### src/rtl/sublime_mixer_pkg.sv
// Shared widths, result types and arithmetic helpers for the Sublime stereo mixer.
// Helpers work on wide vectors so any DATA_WIDTH/PAN_WIDTH below 32 can use them.
package sublime_mixer_pkg;

  typedef struct packed {
    logic        clip;
    logic [63:0] value;
  } sat_res_t;

  function automatic int acc_width(input int data_w, input int voices);
    return data_w + $clog2(voices) + 1;
  endfunction

  // Clamp a sign-extended accumulator to a data_w-bit signed range and flag the clamp.
  function automatic sat_res_t saturate(input logic signed [63:0] x, input int data_w);
    logic signed [63:0] hi;
    logic signed [63:0] lo;
    sat_res_t           res;
    hi = (64'sd1 <<< (data_w - 1)) - 64'sd1;
    lo = -hi - 64'sd1;
    if (x > hi) begin
      res.clip  = 1'b1;
      res.value = hi;
    end else if (x < lo) begin
      res.clip  = 1'b1;
      res.value = lo;
    end else begin
      res.clip  = 1'b0;
      res.value = x;
    end
    return res;
  endfunction

  // Low PAN_WIDTH bits of the result equal (2^PAN_WIDTH-1) - pan.
  function automatic logic [31:0] pan_complement(input logic [31:0] pan);
    return ~pan;
  endfunction

endpackage

### src/rtl/sublime_pan_scaler.sv
// Registered pan stage: splits a velocity-scaled sample into left/right gains.
// Voice index and valid travel alongside so the accumulator sees aligned data.
module sublime_pan_scaler
  import sublime_mixer_pkg::*;
#(
  parameter int DATA_WIDTH = 32,
  parameter int PAN_WIDTH  = 8,
  parameter int VW         = 3
) (
  input  logic                  clk,
  input  logic                  rst,
  input  logic                  in_valid,
  input  logic [VW-1:0]         in_voice,
  input  logic [DATA_WIDTH-1:0] in_v,
  input  logic [PAN_WIDTH-1:0]  in_pan,
  output logic                  out_valid,
  output logic [VW-1:0]         out_voice,
  output logic [DATA_WIDTH-1:0] out_l,
  output logic [DATA_WIDTH-1:0] out_r
);

  localparam int PROD_W = DATA_WIDTH + PAN_WIDTH + 1;

  logic [31:0]              comp_full_s;
  logic signed [PROD_W-1:0] v_ext_s;
  logic signed [PROD_W-1:0] gain_l_s;
  logic signed [PROD_W-1:0] gain_r_s;
  logic signed [PROD_W-1:0] prod_l_s;
  logic signed [PROD_W-1:0] prod_r_s;
  logic                     unused_s;

  // Full-precision signed x unsigned products; gains are zero-extended.
  always_comb begin
    comp_full_s = pan_complement({{(32-PAN_WIDTH){1'b0}}, in_pan});
    v_ext_s     = {{(PAN_WIDTH+1){in_v[DATA_WIDTH-1]}}, in_v};
    gain_l_s    = {{(DATA_WIDTH+1){1'b0}}, comp_full_s[PAN_WIDTH-1:0]};
    gain_r_s    = {{(DATA_WIDTH+1){1'b0}}, in_pan};
    prod_l_s    = v_ext_s * gain_l_s;
    prod_r_s    = v_ext_s * gain_r_s;
  end

  assign unused_s = ^{comp_full_s[31:PAN_WIDTH], prod_l_s[PAN_WIDTH-1:0], prod_l_s[PROD_W-1],
                      prod_r_s[PAN_WIDTH-1:0], prod_r_s[PROD_W-1]};

  // Slicing above the pan bits is the floor shift by PAN_WIDTH.
  always_ff @(posedge clk) begin
    if (rst) begin
      out_valid <= 1'b0;
      out_voice <= {VW{1'b0}};
      out_l     <= {DATA_WIDTH{1'b0}};
      out_r     <= {DATA_WIDTH{1'b0}};
    end else begin
      out_valid <= in_valid;
      out_voice <= in_voice;
      out_l     <= prod_l_s[PAN_WIDTH +: DATA_WIDTH];
      out_r     <= prod_r_s[PAN_WIDTH +: DATA_WIDTH];
    end
  end

endmodule

### src/rtl/sublime_stereo_mixer.sv
// Stereo voice mixer: velocity scale, pan split, guard-banded accumulate, saturate.
// Voice 0 delimits frames; each voice-0 emits the previous frame once primed.
module sublime_stereo_mixer
  import sublime_mixer_pkg::*;
#(
  parameter int NUM_VOICES = 8,
  parameter int DATA_WIDTH = 32,
  parameter int VEL_WIDTH  = 8,
  parameter int PAN_WIDTH  = 8
) (
  input  logic                          clk,
  input  logic                          rst,
  input  logic                          in_valid,
  input  logic [$clog2(NUM_VOICES)-1:0] in_voice,
  input  logic [DATA_WIDTH-1:0]         in_data,
  input  logic [VEL_WIDTH-1:0]          in_velocity,
  input  logic [PAN_WIDTH-1:0]          in_pan,
  output logic                          out_valid,
  output logic [DATA_WIDTH-1:0]         out_left,
  output logic [DATA_WIDTH-1:0]         out_right,
  output logic                          clip_l,
  output logic                          clip_r
);

  localparam int VW     = $clog2(NUM_VOICES);
  localparam int ACC_W  = acc_width(DATA_WIDTH, NUM_VOICES);
  localparam int PROD_W = DATA_WIDTH + VEL_WIDTH + 1;

  logic signed [PROD_W-1:0] data_ext_s;
  logic signed [PROD_W-1:0] vel_ext_s;
  logic signed [PROD_W-1:0] vel_prod_s;

  logic                  s1_valid_r;
  logic [VW-1:0]         s1_voice_r;
  logic [DATA_WIDTH-1:0] s1_v_r;
  logic [PAN_WIDTH-1:0]  s1_pan_r;

  logic                  s2_valid_s;
  logic [VW-1:0]         s2_voice_s;
  logic [DATA_WIDTH-1:0] s2_l_s;
  logic [DATA_WIDTH-1:0] s2_r_s;

  logic [ACC_W-1:0] acc_l_r;
  logic [ACC_W-1:0] acc_r_r;
  logic [ACC_W-1:0] l_ext_s;
  logic [ACC_W-1:0] r_ext_s;
  logic             primed_r;
  sat_res_t         sat_l_s;
  sat_res_t         sat_r_s;
  logic             unused_s;

  // Velocity product: signed sample times zero-extended velocity.
  always_comb begin
    data_ext_s = {{(VEL_WIDTH+1){in_data[DATA_WIDTH-1]}}, in_data};
    vel_ext_s  = {{(DATA_WIDTH+1){1'b0}}, in_velocity};
    vel_prod_s = data_ext_s * vel_ext_s;
  end

  // S1 register; the slice is the floor shift by VEL_WIDTH.
  always_ff @(posedge clk) begin
    if (rst) begin
      s1_valid_r <= 1'b0;
      s1_voice_r <= {VW{1'b0}};
      s1_v_r     <= {DATA_WIDTH{1'b0}};
      s1_pan_r   <= {PAN_WIDTH{1'b0}};
    end else begin
      s1_valid_r <= in_valid;
      s1_voice_r <= in_voice;
      s1_v_r     <= vel_prod_s[VEL_WIDTH +: DATA_WIDTH];
      s1_pan_r   <= in_pan;
    end
  end

  sublime_pan_scaler #(
    .DATA_WIDTH (DATA_WIDTH),
    .PAN_WIDTH  (PAN_WIDTH),
    .VW         (VW)
  ) u_pan_scaler (
    .clk       (clk),
    .rst       (rst),
    .in_valid  (s1_valid_r),
    .in_voice  (s1_voice_r),
    .in_v      (s1_v_r),
    .in_pan    (s1_pan_r),
    .out_valid (s2_valid_s),
    .out_voice (s2_voice_s),
    .out_l     (s2_l_s),
    .out_r     (s2_r_s)
  );

  // Sign-extend the stage-2 terms and saturate the running sums.
  always_comb begin
    l_ext_s = {{(ACC_W-DATA_WIDTH){s2_l_s[DATA_WIDTH-1]}}, s2_l_s};
    r_ext_s = {{(ACC_W-DATA_WIDTH){s2_r_s[DATA_WIDTH-1]}}, s2_r_s};
    sat_l_s = saturate({{(64-ACC_W){acc_l_r[ACC_W-1]}}, acc_l_r}, DATA_WIDTH);
    sat_r_s = saturate({{(64-ACC_W){acc_r_r[ACC_W-1]}}, acc_r_r}, DATA_WIDTH);
  end

  assign unused_s = ^{vel_prod_s[VEL_WIDTH-1:0], vel_prod_s[PROD_W-1],
                      sat_l_s.value[63:DATA_WIDTH], sat_r_s.value[63:DATA_WIDTH]};

  // Accumulate; a voice-0 closes the previous frame (once primed) and seeds the next.
  always_ff @(posedge clk) begin
    if (rst) begin
      acc_l_r   <= {ACC_W{1'b0}};
      acc_r_r   <= {ACC_W{1'b0}};
      primed_r  <= 1'b0;
      out_valid <= 1'b0;
      out_left  <= {DATA_WIDTH{1'b0}};
      out_right <= {DATA_WIDTH{1'b0}};
      clip_l    <= 1'b0;
      clip_r    <= 1'b0;
    end else begin
      out_valid <= 1'b0;
      if (s2_valid_s) begin
        if (s2_voice_s != {VW{1'b0}}) begin
          acc_l_r <= acc_l_r + l_ext_s;
          acc_r_r <= acc_r_r + r_ext_s;
        end else begin
          if (primed_r) begin
            out_valid <= 1'b1;
            out_left  <= sat_l_s.value[DATA_WIDTH-1:0];
            out_right <= sat_r_s.value[DATA_WIDTH-1:0];
            clip_l    <= sat_l_s.clip;
            clip_r    <= sat_r_s.clip;
          end else begin
            primed_r <= 1'b1;
          end
          acc_l_r <= l_ext_s;
          acc_r_r <= r_ext_s;
        end
      end else begin
        acc_l_r <= acc_l_r;
        acc_r_r <= acc_r_r;
      end
    end
  end

endmodule
### config.mk
export PLATFORM = sky130hd
export DESIGN_NAME = sublime_stereo_mixer
export DESIGN_NICKNAME = d
export VERILOG_FILES = /design/src/rtl/sublime_mixer_pkg.sv /design/src/rtl/sublime_pan_scaler.sv /design/src/rtl/sublime_stereo_mixer.sv
export SDC_FILE = /design/constraint.sdc
export NUM_CORES = 2
export LEC_CHECK = 0
export CAP_MARGIN = 25
export CORE_ASPECT_RATIO = 2
export CORE_UTILIZATION = 58
export DETAILED_ROUTE_END_ITERATION = 7
export PLACE_DENSITY = 0.79
export SLEW_MARGIN = 10
export SYNTH_ARGS = -nofsm -noshare
export SYNTH_HDL_FRONTEND = slang
export SYNTH_SLANG_ARGS = --single-unit
### constraint.sdc
create_clock -name clk -period 5.87 [get_ports clk]
set_input_delay 1.174 -clock clk [delete_from_list [all_inputs] [get_ports clk]]
set_output_delay 1.174 -clock clk [all_outputs]
set_load 0.01 [all_outputs]
Word level (Yosys, flattened, before mapping)
Cells that the tools add are included.
{ "word_totals": {"reg_bits": 252, "inputBits": 54, "elab_cells": 39} }
{ "op_classes": {"add_sub_neg": 2, "mul": 3, "magnitude_cmp": 4, "muxes": 7, "bitwise_logic": 3, "n_reduce_logical": 4} }
{ "ops": {"columns": ["operator", "n"], "rows": [
  ["$mux 65", 4],
  ["$mul 32x9->40", 3],
  ["$add 36x36->36", 2],
  ["$gt 36x32->1 const B", 2],
  ["$lt 36x32->1 const B", 2],
  ["$mux 36", 2],
  ["$not 8->8", 1],
  ["$reduce_and 3->1", 1],
  ["$reduce_bool 3->1", 1],
  ["$reduce_or 3->1", 1],
  ["$not 1->1", 2],
  ["$reduce_and 2->1", 1],
  ["$mux 1", 1]
]} }

Depth between registers and ports, before layout
{ "logic_depth": {"word_depth": 3, "depth_mapped": 22} }

Modules after synthesis
A second synthesis with hierarchy kept.
{ "unflattened": {"hier_cells": 4396, "area_unflattened_um2": 37232.0} }
{ "modules_own_cells": {"columns": ["mod", "n_inst", "cells_each", "area_each_um2", "seq_area_each_um2"], "rows": [
  ["sublime_pan_scaler", 1, 2158, 18849.3, 1361.3],
  ["sublime_stereo_mixer", 1, 2238, 18382.6, 3683.5]
]} }

Least setup slack after synthesis
No wires, ideal clock.
{ "synth_path": {"path_type": "input to register", "startpoint": "in in_velocity[0]", "endpoint": "reg s1_v_r[28]", "setup_time_ns": 0.062, "t_arrival_ns": 6.125, "required_ns": 5.808, "path_slack_ns": -0.317, "stages": 19, "path_cell_list": "clkbuf_1 -> nand2_1 -> fa_1 -> inv_1 -> fa_1 -> fa_1 -> inv_1 -> fa_1 -> inv_1 -> ha_1 -> a21o_2 -> a221o_1 -> a2111oi_2 -> o21a_2 -> o31a_4 -> o21ai_4 -> a211o_1 -> or4b_1 -> nand3_1"} }
{ "synth_between": {"elab_chain_cells": 1} }
{ "synth_lines": {"columns": ["element", "line_no", "rtl"], "rows": [
  ["start: declaration", "sublime_stereo_mixer.sv:16", "input logic [VEL_WIDTH-1:0] in_velocity,"],
  ["$mul 32x9->40", "sublime_stereo_mixer.sv:56", "vel_prod_s = data_ext_s * vel_ext_s;"],
  ["end signal: assignment", "sublime_stereo_mixer.sv:64", "s1_v_r <= {DATA_WIDTH{1'b0}};"],
  ["end signal: assignment", "sublime_stereo_mixer.sv:69", "s1_v_r <= vel_prod_s[VEL_WIDTH +: DATA_WIDTH];"],
  ["end: declaration", "sublime_stereo_mixer.sv:35", "logic [DATA_WIDTH-1:0] s1_v_r;"]
]} }
No other way between the ends.
A chain may end at the register's enable or synchronous reset.

Worst setup path after layout
{ "layout_path": {"startpoint": "in in_data[12]", "endpoint": "reg s1_v_r[28]"} }
{ "layout_between": {"elab_chain_cells": 1} }
{ "layout_lines": {"columns": ["element", "line_no", "rtl"], "rows": [
  ["start: declaration", "sublime_stereo_mixer.sv:15", "input logic [DATA_WIDTH-1:0] in_data,"],
  ["$mul 32x9->40", "sublime_stereo_mixer.sv:56", null]
]} }
No other way between the ends.

==> results.cfg <==
[run_status]
status = finished, final reports clean

[worst_setup_path]
crit_path_top_delay_cell = fa_1
crit_path_frequent_cell = fa_1
worstSetupPathType = in2reg
worstPathArrival_ns = 6.23
worstPathRequired_ns = 6.39
end_kind = flop
critPathTopFamily = adder cells
critPathBufInv = 2
startpoint_type = input port
worstPathMaxFanout = 2
crit_chain = clkdlybuf4s50_1, nand2_1, fa_1, inv_1, fa_1, fa_1, fa_1, ha_4, and3_1, a221o_1, a2111oi_2, o21a_2, o31a_4, o21ai_4, a211o_1, or4b_1, nand3_1
critPathMaxStageDelay_ns = 0.55

[sta]
max_freq_mhz = 175
drv_slew = 0
fin_setup_tns_ns = 0
period_needed_ns = 5.71
rsz0062_at_grt = no
slew_headroom = 0.440
tightest_slew_ns = 0.840
fin_worst_skew_ns = 0.0170
finalHoldViolations = 0
finalCritPeriodShare = 0.973
setup_viol = 0

[logic_synthesis]
ys_async_sr_fraction = 0
netlist_area_um2 = 37300
synth-seq-area-share = 0.135
synth_top_family_by_area = adder cells
synthMuxAreaShare = 0.00249
synth_top_flop_cell = dfxtp_1
synthAdderAreaFrac = 0.415
yosysTopAreaCellShare = 0.315
yosysTopAreaCell = fa_1
synthTopCellsByArea = fa_1 (32%), dfxtp_1 (14%), ha_1 (9.9%)
ys_types = 81
avgSynthCellArea_um2 = 8.43
syn_nets = 5357
yosys.area_share.simple = 0.198
yosys_warnings = 0
synth_compound_area_frac = 0.116
synth-xor-area-share = 0.0336
syn_inst = 4421
synth-edff-count = 0
synth_seq_cells = 252

[global_routing]
track_usage = 0.303
top_usage_layer = met2
grt_antenna_before_repair = 1
grt_max_degree = 171
grtUsageMet3 = 0.0252
met2_usage = 0.605
grt_pass1_vias = 33400
grt_pass1_wl_mm = 159
grt_overflow_total = 0
grtUsageMet1 = 0.287

[finish]
utilization = 0.664
drive_above_1_share = 0.0902
layout-area-overhead-vs-synth_pct = 13.4
nets = 5604
layout_common_cells = inv_1 (778), fa_1 (586), nand2_1 (490), ha_1 (292), buf_4 (291)
stdcell_area_um2 = 42200
layoutNonFillerInstCount = 5485
fillerInstances = 5226
final_common_cell = inv_1
multi_input_area_um2 = 28600
n_antenna_cell = 0
register_area_um2 = 5070

[detailed_routing]
viasPerCell = 5.64
vias = 30900
drtPass1Iterations = 7
initialDrtViolationCount = 1644
drc = 0
wl_per_cell_um = 17.6
antenna_left = 0
routed_wl_mm = 96.5

[floorplan]
num_io_pins = 121
die-height_um = 360
initial_core_util = 0.586
die_area_um2 = 65300
die_width_um = 181
row_count = 131
core_um2 = 63600

[placement]
placed_cell_area_um2 = 41200
dp_hpwl_mm = 79.2
gp_congestion = 0.964
buffer_ports.inserted = 120
dp_cells = 5433

[worst_hold_path]
hold_class = reg2reg

[flow_run]
maxCapViolCount = 0

[clock_tree]
htree_levels = 1
cts_tree = yes
clkLatencyLatePin_ns = 0.59
cts_buffer_depth = 3
clk_pin_slew_ns = 0.07
cts_hold_buffers = 0
clock-sinks = 252
cts_made_buffers = 25
clockRootBuffer = clkbuf_16
[through the flow]
stage	hold WS, ns	setup WS [ns]
2_1_floorplan	0.414	-0.00273
3_3_place_gp	0.438	-0.703
3_5_place_dp	0.444	-0.758
4_1_cts	0.452	0.00713
5_1_grt	0.469	0.00227
6_report	0.448	0.158
[cell families (layout without fill, tap and decap cells)]
kind of cell,after synthesis,count (layout)
buf+inv,992,1258
xor+xnor,143,143
compound gates,677,677
flops,252,252
mux,9,9
simple gates,1466,1466
fa+ha+maj,882,882
[area by class of cell]
| type | instances | area share |
|---|---|---|
| multi-input cells | 3177 | 0.676 |
| flip-flops and latches | 252 | 0.120 |
| repair buffers | 432 | 0.0898 |
| well taps | 798 | 0.0236 |
| clock buffers | 31 | 0.0163 |
| inverters | 780 | 0.0693 |
| clock inverters | 15 | 0.00456 |
[layer usage]
layer | vias up | share of wire
li1 | 14400 | -
met1 | 15200 | 0.33
met2 | 967 | 0.56
met3 | 391 | 0.037
met4 | 0 | 0.072
met5 | - | 0
[sequential cells by signal, indices dropped and copies added (netlist names), 3 cells and up]
register	count
u_pan_scaler.out_l	32
s1_voice_r	3
acc_r_r	36
u_pan_scaler.out_voice	3
u_pan_scaler.out_r	32
s1_v_r	32
s1_pan_r	8
acc_l_r	36
out_left	32
out_right	32
[cells in the mapped netlist, drive strengths merged (39+ instances only)]
library cell  number
xor2              57
nand3             40
nor2             222
a21oi            216
nand2b           155
a21o              81
o21ai            152
nand2            496
and2             242
nor2b            153
fa               587
nor3              41
inv              779
dfxtp            252
clkbuf           196
xnor2             86
a311oi            39
ha               295
[worst reg2reg max path: stages (launching register included)]
cell and delay [ns]:
dfxtp_2 0.56, buf_4 0.23, buf_4 0.15, and2_1 0.14, fa_1 0.46, fa_1 0.52, fa_1 0.50, inv_1 0.05
fa_1 0.62, inv_1 0.08, ha_1 0.31, nand4_1 0.18, a2111oi_1 0.43, o21ai_0 0.17, o2111ai_1 0.20, a21oi_1 0.14
or4b_2 0.62, o211ai_1 0.19
[repair_timing]
| action | 4_1_cts | 5_1_grt |
|---|---|---|
| buffers inserted | 1 | 2 |
| gates resized for setup | 27 | 25 |
| setup endpoints to repair | 5 | 18 |
| cloned | 3 | 0 |
| pin swaps | 13 | 6 |
[final timing paths]
| kind | from | end | slack (ns) | cells after the start |
|---|---|---|---|---|
| worst min-delay path | out_left[9] | out_left[9] | 0.45 | 2 |
| worst max-delay path | in_data[12] | s1_v_r[28] | 0.16 | 17 |
| worst min register to register | out_left[9] | out_left[9] | 0.45 | 2 |
| worst max register to register | s1_pan_r[5] | u_pan_scaler.out_r[25] | 0.18 | 17 |
Power is not shown: default switching activity piles up to over one toggle a cycle in this logic, so the estimate is an artifact.
